$ cat config.mk
export PLATFORM = sky130hd
export DESIGN_NAME = serial_byte_aligner
export DESIGN_NICKNAME = d
export VERILOG_FILES = /design/src/rtl/serial_byte_aligner.sv
export SDC_FILE = /design/constraint.sdc
export NUM_CORES = 1
export LEC_CHECK = 0
export CORE_MARGIN = 2
export CORE_UTILIZATION = 35
export DETAILED_ROUTE_END_ITERATION = 16
export SLEW_MARGIN = 20
export SYNTH_ARGS = -nofsm -noshare
export SYNTH_HDL_FRONTEND = slang
export SYNTH_SLANG_ARGS = --single-unit
$ cat constraint.sdc
create_clock -name CLK -period 3.2 [get_ports CLK]
set_clock_uncertainty 0.05 [all_clocks]
set_input_delay 0.32 -clock CLK [delete_from_list [all_inputs] [get_ports CLK]]
set_output_delay 0.32 -clock CLK [all_outputs]
set_load 0.005 [all_outputs]
$ cat src/rtl/serial_byte_aligner.sv
// serial_byte_aligner
// Receive-side bit-to-byte aligner. Shifts in one serial bit per CLK
// (LSB first), locks onto a repeated COM symbol at a fixed byte phase,
// then delivers every aligned byte on data_out with a one-cycle valid_out.
// Optional build macro: SERIAL_ALIGNER_PASS_COM_EN
//   defined   -> boundary COM bytes in ACTIVE are delivered like data
//   undefined -> boundary COM bytes in ACTIVE are stripped (default)
module serial_byte_aligner #(
   parameter logic [7:0] COM_SYMBOL = 8'hBC,
   parameter int         LOCK_COUNT = 4,
   parameter int         MISS_LIMIT = 2
) (
   input  logic       CLK,
   input  logic       RESET,
   input  logic       data_in,
   output logic [7:0] data_out,
   output logic       valid_out,
   output logic       active
);

   typedef enum logic [1:0] {
      S_SEARCH    = 2'd0,
      S_CANDIDATE = 2'd1,
      S_ACTIVE    = 2'd2
   } state_t;

   localparam logic [3:0] C_LOCK = 4'(LOCK_COUNT);
   localparam logic [3:0] C_MISS = 4'(MISS_LIMIT);

`ifdef SERIAL_ALIGNER_PASS_COM_EN
   localparam logic C_PASS_COM = 1'b1;
`else
   localparam logic C_PASS_COM = 1'b0;
`endif

   state_t     r_state;
   logic [7:0] r_sr;
   logic [2:0] r_bit_cnt;
   logic [3:0] r_com_cnt;
   logic [3:0] r_miss_cnt;
   logic [7:0] r_data;
   logic       r_valid;
   logic       r_active;

   state_t     w_state_nxt;
   logic [7:0] w_sr_nxt;
   logic       w_match;
   logic       w_boundary;
   logic [2:0] w_bit_cnt_nxt;
   logic [3:0] w_com_cnt_nxt;
   logic [3:0] w_miss_cnt_nxt;
   logic [7:0] w_data_nxt;
   logic       w_valid_nxt;
   logic       w_active_nxt;

   // The byte window seen after this edge; COM is detected on it so the
   // decision lands on the same edge the 8th bit is shifted in.
   assign w_sr_nxt   = {data_in, r_sr[7:1]};
   assign w_match    = (w_sr_nxt == COM_SYMBOL);
   assign w_boundary = (r_bit_cnt == 3'd7);

   // State and datapath registers, cleared immediately by RESET.
   always_ff @(posedge CLK or negedge RESET) begin
      if (!RESET) begin
         r_state    <= S_SEARCH;
         r_sr       <= 8'h00;
         r_bit_cnt  <= 3'd0;
         r_com_cnt  <= 4'd0;
         r_miss_cnt <= 4'd0;
         r_data     <= 8'h00;
         r_valid    <= 1'b0;
         r_active   <= 1'b0;
      end else begin
         r_state    <= w_state_nxt;
         r_sr       <= w_sr_nxt;
         r_bit_cnt  <= w_bit_cnt_nxt;
         r_com_cnt  <= w_com_cnt_nxt;
         r_miss_cnt <= w_miss_cnt_nxt;
         r_data     <= w_data_nxt;
         r_valid    <= w_valid_nxt;
         r_active   <= w_active_nxt;
      end
   end

   // Next-state, counters and output byte selection.
   always_comb begin
      w_state_nxt    = r_state;
      w_bit_cnt_nxt  = r_bit_cnt;
      w_com_cnt_nxt  = r_com_cnt;
      w_miss_cnt_nxt = r_miss_cnt;
      w_data_nxt     = r_data;
      w_valid_nxt    = 1'b0;

      case (r_state)
         S_SEARCH: begin
            // Any COM anywhere fixes the candidate byte phase.
            if (w_match) begin
               w_bit_cnt_nxt  = 3'd0;
               w_com_cnt_nxt  = 4'd1;
               w_miss_cnt_nxt = 4'd0;
               w_state_nxt    = (C_LOCK == 4'd1) ? S_ACTIVE : S_CANDIDATE;
            end
         end

         S_CANDIDATE: begin
            w_bit_cnt_nxt = r_bit_cnt + 3'd1;
            if (w_boundary) begin
               if (w_match) begin
                  w_com_cnt_nxt = r_com_cnt + 4'd1;
                  if (r_com_cnt + 4'd1 == C_LOCK) begin
                     w_state_nxt    = S_ACTIVE;
                     w_miss_cnt_nxt = 4'd0;
                  end
               end else begin
                  w_state_nxt   = S_SEARCH;
                  w_com_cnt_nxt = 4'd0;
               end
            end
         end

         S_ACTIVE: begin
            w_bit_cnt_nxt = r_bit_cnt + 3'd1;
            if (w_boundary) begin
               if (w_match) begin
                  w_miss_cnt_nxt = 4'd0;
               end
               if (!w_match || C_PASS_COM) begin
                  w_data_nxt  = w_sr_nxt;
                  w_valid_nxt = 1'b1;
               end
            end else if (w_match) begin
               // COM seen at the wrong phase: the stream has slipped.
               if (r_miss_cnt + 4'd1 == C_MISS) begin
                  w_state_nxt    = S_SEARCH;
                  w_com_cnt_nxt  = 4'd0;
                  w_miss_cnt_nxt = 4'd0;
               end else begin
                  w_miss_cnt_nxt = r_miss_cnt + 4'd1;
               end
            end
         end

         default: begin
            w_state_nxt = S_SEARCH;
         end
      endcase

      w_active_nxt = (w_state_nxt == S_ACTIVE);
   end

   assign data_out  = r_data;
   assign valid_out = r_valid;
   assign active    = r_active;

endmodule

== Word-level counts from Yosys, hierarchy flattened ==
Cells that the tools add are included.

* Register bits after elaboration: 31
* Output and inout bits: 10
* Logic and storage cells: 63

* Add/sub/neg operators: 3
* Equality and inequality tests: 15
* Mux-type cells: 28
* Bitwise gates (word level): 1
* Reduce and logical (&&, ||, !) cells: 8

{| class="wikitable"
|+ Operators by type and width
! cell !! count
|-
| 4-bit two-way mux || 13
|-
| 4-bit case mux with 3 select lines || 2
|-
| 2-bit two-way mux || 7
|-
| 2-bit inequality test (second input constant) || 7
|-
| 4-bit by 1-bit adder with 4-bit output (second input constant) || 2
|-
| 8-bit equality test (second input constant) || 1
|-
| 2-bit case mux with 3 select lines || 1
|-
| 3-bit case mux with 2 select lines || 1
|-
| 6-bit AND reduction || 1
|-
| 5-bit AND reduction || 1
|-
| 2-bit equality test (second input constant) || 2
|-
| 4-bit by 2-bit equality test with 1-bit output (second input constant) || 1
|-
| 4-bit by 3-bit equality test with 1-bit output (second input constant) || 1
|-
| 3-bit by 1-bit adder with 3-bit output (second input constant) || 1
|-
| 3-bit equality test (second input constant) || 1
|-
| 1-bit two-way mux || 3
|-
| 3-bit two-way mux || 1
|-
| 3-bit inequality test (second input constant) || 1
|-
| 3-bit AND reduction || 1
|-
| 3-bit nonzero test || 1
|-
| 2-bit by 1-bit equality test with 1-bit output (second input constant) || 1
|-
| 2-bit logical NOT || 1
|-
| 2-bit AND reduction || 1
|-
| 2-bit nonzero test || 1
|-
| other kinds (2) || 2
|}

== Depth between registers and ports, before layout ==
* Depth in word-level cells: 7
* Depth in mapped cells: 8

== Least setup slack after synthesis ==
Ideal clock, no wire load.

* Kind: register to register
* Start: reg r_state[0]
* End: reg r_miss_cnt[2]
* Arrival: 2024 ps
* Required time: 3085 ps
* Setup slack: 1061 ps
* Stages on the path, launching flop included: 9
* Buffers on the path: 1
* Cell sequence: dfrtp_1 -> inv_1 -> ha_1 -> buf_2 -> inv_1 -> or4_1 -> or3_1 -> nor3b_1 -> a211o_1

* Longest elaborated chain between the ends: 3
* Elaborated cells between the ends (all ways): 10
* Classes of those cells: 6 x eq/ne; 1 x mux; 3 x reduce/logical

{| class="wikitable"
|+ RTL lines
! what !! RTL line !! source
|-
| start, declared || 36 || <nowiki>state_t r_state;</nowiki>
|-
| start signal, assigned || 74 || <nowiki>r_state <= w_state_nxt;</nowiki>
|-
| 2-bit equality test (tied with other cells) || 94 || <nowiki>case (r_state)</nowiki>
|-
| 3-bit inequality test (no line) (tied with other cells) || -- ||
|-
| 5-bit AND reduction (no line) || -- ||
|-
| end signal, assigned || 78 || <nowiki>r_miss_cnt <= w_miss_cnt_nxt;</nowiki>
|-
| end, declared || 40 || <nowiki>logic [3:0] r_miss_cnt;</nowiki>
|}

Parallel ways exist; a longest one is shown, timed or not.
A chain may end at the register's enable or synchronous reset.

== Worst setup path in the final report ==
Same ends and word-level chain as after synthesis.

==> impl_metrics.env <==
export IMPL_outcome="complete, no violations"
export IMPL_drive_gt1_share_pct=15.5
export IMPL_core_area_um2=4090
export IMPL_postCtsHoldBufs=0
export IMPL_antenna_found_initial=0
export IMPL_routed_via_density=5.62
export IMPL_cts_tree="done"
export IMPL_stdcell_count=198
export IMPL_critPathMostFrequentCell="sky130_fd_sc_hd__inv_1"
export IMPL_max_vdd_ir_drop_mv=0.316
export IMPL_drv_slew=0
export IMPL_nNetsFinal=161
export IMPL_insertedDiodeCount=0
export IMPL_buffers_inverters_on_critical_path=2
export IMPL_grt_overflow_total=0
export IMPL_rsz_0062_raised_after_global_routing="false"
export IMPL_slowest_cell_delay_on_critical_path_ns=0.50
export IMPL_multi_input_comb_area_um2=717
export IMPL_route_antenna_remaining_nets=0
export IMPL_min_delay_path_class="reg2reg"
export IMPL_globalplace_congestion=0.820
export IMPL_cts_reportedPaths_clkPinSlew_ns=0.06
export IMPL_setup_violations=0
export IMPL_synthesis_stage_register_bit_count=30
export IMPL_critical_path_reg2reg_startpoint="r_state[0]"
export IMPL_post_cts_setup_buffer_count=0
export IMPL_layout_cells_most_common="sky130_fd_sc_hd__dfrtp_1"
export IMPL_cp_data_required_time_ns=3.37
export IMPL_post_cts_resized=0
export IMPL_hold_viol=0
export IMPL_period_share_pct=74.9
export IMPL_slew_headroom_pct=70.7
export IMPL_postSynth_topFlopCell="sky130_fd_sc_hd__dfrtp_1"
export IMPL_synthesis_yosys_warnings=0
export IMPL_setup_total_negative_slack_ns=0
export IMPL_clock_path_buffers=2
export IMPL_drt_pre_antenna_iters=4
export IMPL_stdcell_area_um2=1800
export IMPL_synth_area_per_cell_um2=11.6
export IMPL_number_of_port_buffers=12
export IMPL_die_width_um=69.7
export IMPL_layout_min_cycle_time_ns=2.40
export IMPL_numPlacedInstances=191
export IMPL_synth_seq_area_share_pct=49.7
export IMPL_max_slew_worst_pin_slew_ns=0.434
export IMPL_crit_arrival_ns=2.56
export IMPL_leakage_uw=0.000814
export IMPL_power_per_cell_area_nw_per_um2=617
export IMPL_dpl_hpwl_mm=2.14
export IMPL_layout_cells_most_common_list="sky130_fd_sc_hd__dfrtp_1 (30), sky130_fd_sc_hd__clkdlybuf4s50_1 (12), sky130_fd_sc_hd__ha_1 (10)"
export IMPL_grt_start_max_net_pins=31
export IMPL_finish_utilization_pct=44.2
export IMPL_cts_root_buf="sky130_fd_sc_hd__clkbuf_8"
export IMPL_startpoint_type="flop"
export IMPL_timing_hold_worst_start="r_sr[7]"
export IMPL_wl_per_cell_um=15.2
export IMPL_placementRows=23
export IMPL_netlist_area_um2=1510
export IMPL_drcViolationCount=0
export IMPL_vias_after_detailed_routing=1112
export IMPL_cts_htree_levels=2
export IMPL_latest_clock_arrival_within_the_worst_skew_pair_ns=0.28
export IMPL_layout_area_overhead_pct=19.4
export IMPL_top_level_ports=13
export IMPL_clock_sinks=30
export IMPL_layout_filler_cells=401
export IMPL_maxCapViolCount=0
export IMPL_start_util_pct=37.0
export IMPL_slowest_stage="sky130_fd_sc_hd__or4_1"
export IMPL_detailed_place_area_um2=1690
export IMPL_synth_edff_count=0
export IMPL_cpLargestDelayFamily="simple AND/OR/NAND/NOR gates"
export IMPL_hold_ws_ns=0.344
export IMPL_critPathKind="reg2reg"
export IMPL_syn_num_nets=143
export IMPL_gr_usage_all_layers_pct=14.0
export IMPL_worstSetupEndpointType="flop"
export IMPL_crit_path_max_fanout=8
export IMPL_die_area_um2=4860
export IMPL_setup_worst_path_start="r_state[0]"
export IMPL_wirelength_mm=3.02
export IMPL_achievable_freq_mhz=417
export IMPL_fp_dieH_um=69.7
export IMPL_vias_in_the_first_global_route=1154
export IMPL_netlist_instances=130
export IMPL_path_cells="inv_1 > ha_1 > inv_1 > or4_1 > or3_1 > nor3b_1 > a211o_1"
export IMPL_cts_inserted_buffers=5
export IMPL_synth_distinct_cells=44
export IMPL_sequential_area_um2=751
export IMPL_number_of_drc_violations_after_detailed_routing_iteration_0=37
export IMPL_global_route_wire_length_before_repair_mm=5.40
export IMPL_synth_async_reset_ratio_pct=100
[synthesized netlist by cell type, drive strengths merged (2+ instances only)]
cell type	instances	area, um^2
o21ai	10	50.0
and3b	2	17.5
o31ai	2	28.8
nor3	2	10.0
a31oi	2	12.5
nor3b	2	15.0
or3	2	12.5
nand2b	3	26.3
a32o	2	20.0
nor2	6	22.5
nor2b	2	12.5
ha	10	125
nand3	6	30.0
or4	3	22.5
buf	2	10.0
nand2	4	15.0
inv	9	33.8
dfrtp	30	751
o2bb2ai	2	17.5
a21boi	2	15.0
mux2	8	90.1
[worst register-to-register path: cells and delay by family, from the launching register on]
| family | cells | cell delay (ns) |
|---|---|---|
| AO/OA/AOI/OAI | 1 | 0.11 |
| flip-flops | 1 | 0.44 |
| adder cells (fa/ha/maj) | 1 | 0.44 |
| buffers and inverters | 2 | 0.23 |
| AND/OR/NAND/NOR | 3 | 1.07 |
[layer usage]
| layer | global-route usage (%) | vias to the layer above | wire (um) | share of wire, % |
|---|---|---|---|---|
| met5 | 0 | - | 0 | 0 |
| met4 | 6.84 | 0 | 46 | 1.5 |
| met3 | 4.22 | 6 | 142 | 4.7 |
| met2 | 22.4 | 30 | 1520 | 50 |
| met1 | 17.2 | 559 | 1310 | 43 |
| li1 | - | 517 | - | - |
[layout make-up]
type | count | share of cell area, %
Clock buffer | 6 | 4.58
Clock inverter | 1 | 1.66
Inverter | 9 | 1.87
Multi-Input combinational cell | 89 | 39.7
Sequential cell | 30 | 41.6
Tap cell | 50 | 3.47
Timing Repair Buffer | 13 | 7.07
[power by group]
part / internal (uW) / total (uW) / switching, uW
Clock: 248 / 378 / 130
Combinational: 115 / 284 / 170
Sequential: 414 / 450 / 36.3
[sequential cells by signal, indices dropped and copies added (netlist names)]
signal / flops
r_bit_cnt: 3
r_sr: 7
r_miss_cnt: 4
data_out: 8
active: 1
valid_out: 1
r_state: 2
r_com_cnt: 4
[through the flow]
| step | power, uW | setup slack, ns |
|---|---|---|
| after floorplan | 660 | 1.06 |
| after global placement | 715 | 0.928 |
| after detailed placement | 734 | 0.833 |
| after CTS | 1120 | 0.834 |
| after global routing | 1190 | 0.666 |
| final | 1110 | 0.802 |
[path summary, 6_finish.rpt]
kind / to / slack (ns) / cells past startpoint
worst min register to register: r_sr[6] / 0.34 / 0
worst max register to register: r_miss_cnt[2] / 0.80 / 7
worst max-delay path: r_miss_cnt[2] / 0.80 / 7
max in group asynchronous: r_miss_cnt[2] / 2.43 / 2
min in group asynchronous: r_com_cnt[3] / 0.38 / 2
worst min-delay path: r_sr[6] / 0.34 / 0
[kinds of logic after synthesis]
logic type / Yosys count / synth area share, %
buffers and inverters: 11 / 2.90
XOR/XNOR: 1 / 0.580
AND/OR/NAND/NOR: 40 / 17.2
flip-flops: 30 / 49.7
AO/OA/AOI/OAI: 30 / 15.4
multiplexers: 8 / 5.96
adder cells (fa/ha/maj): 10 / 8.28
Note: power is estimated with default switching activity, not from simulation.
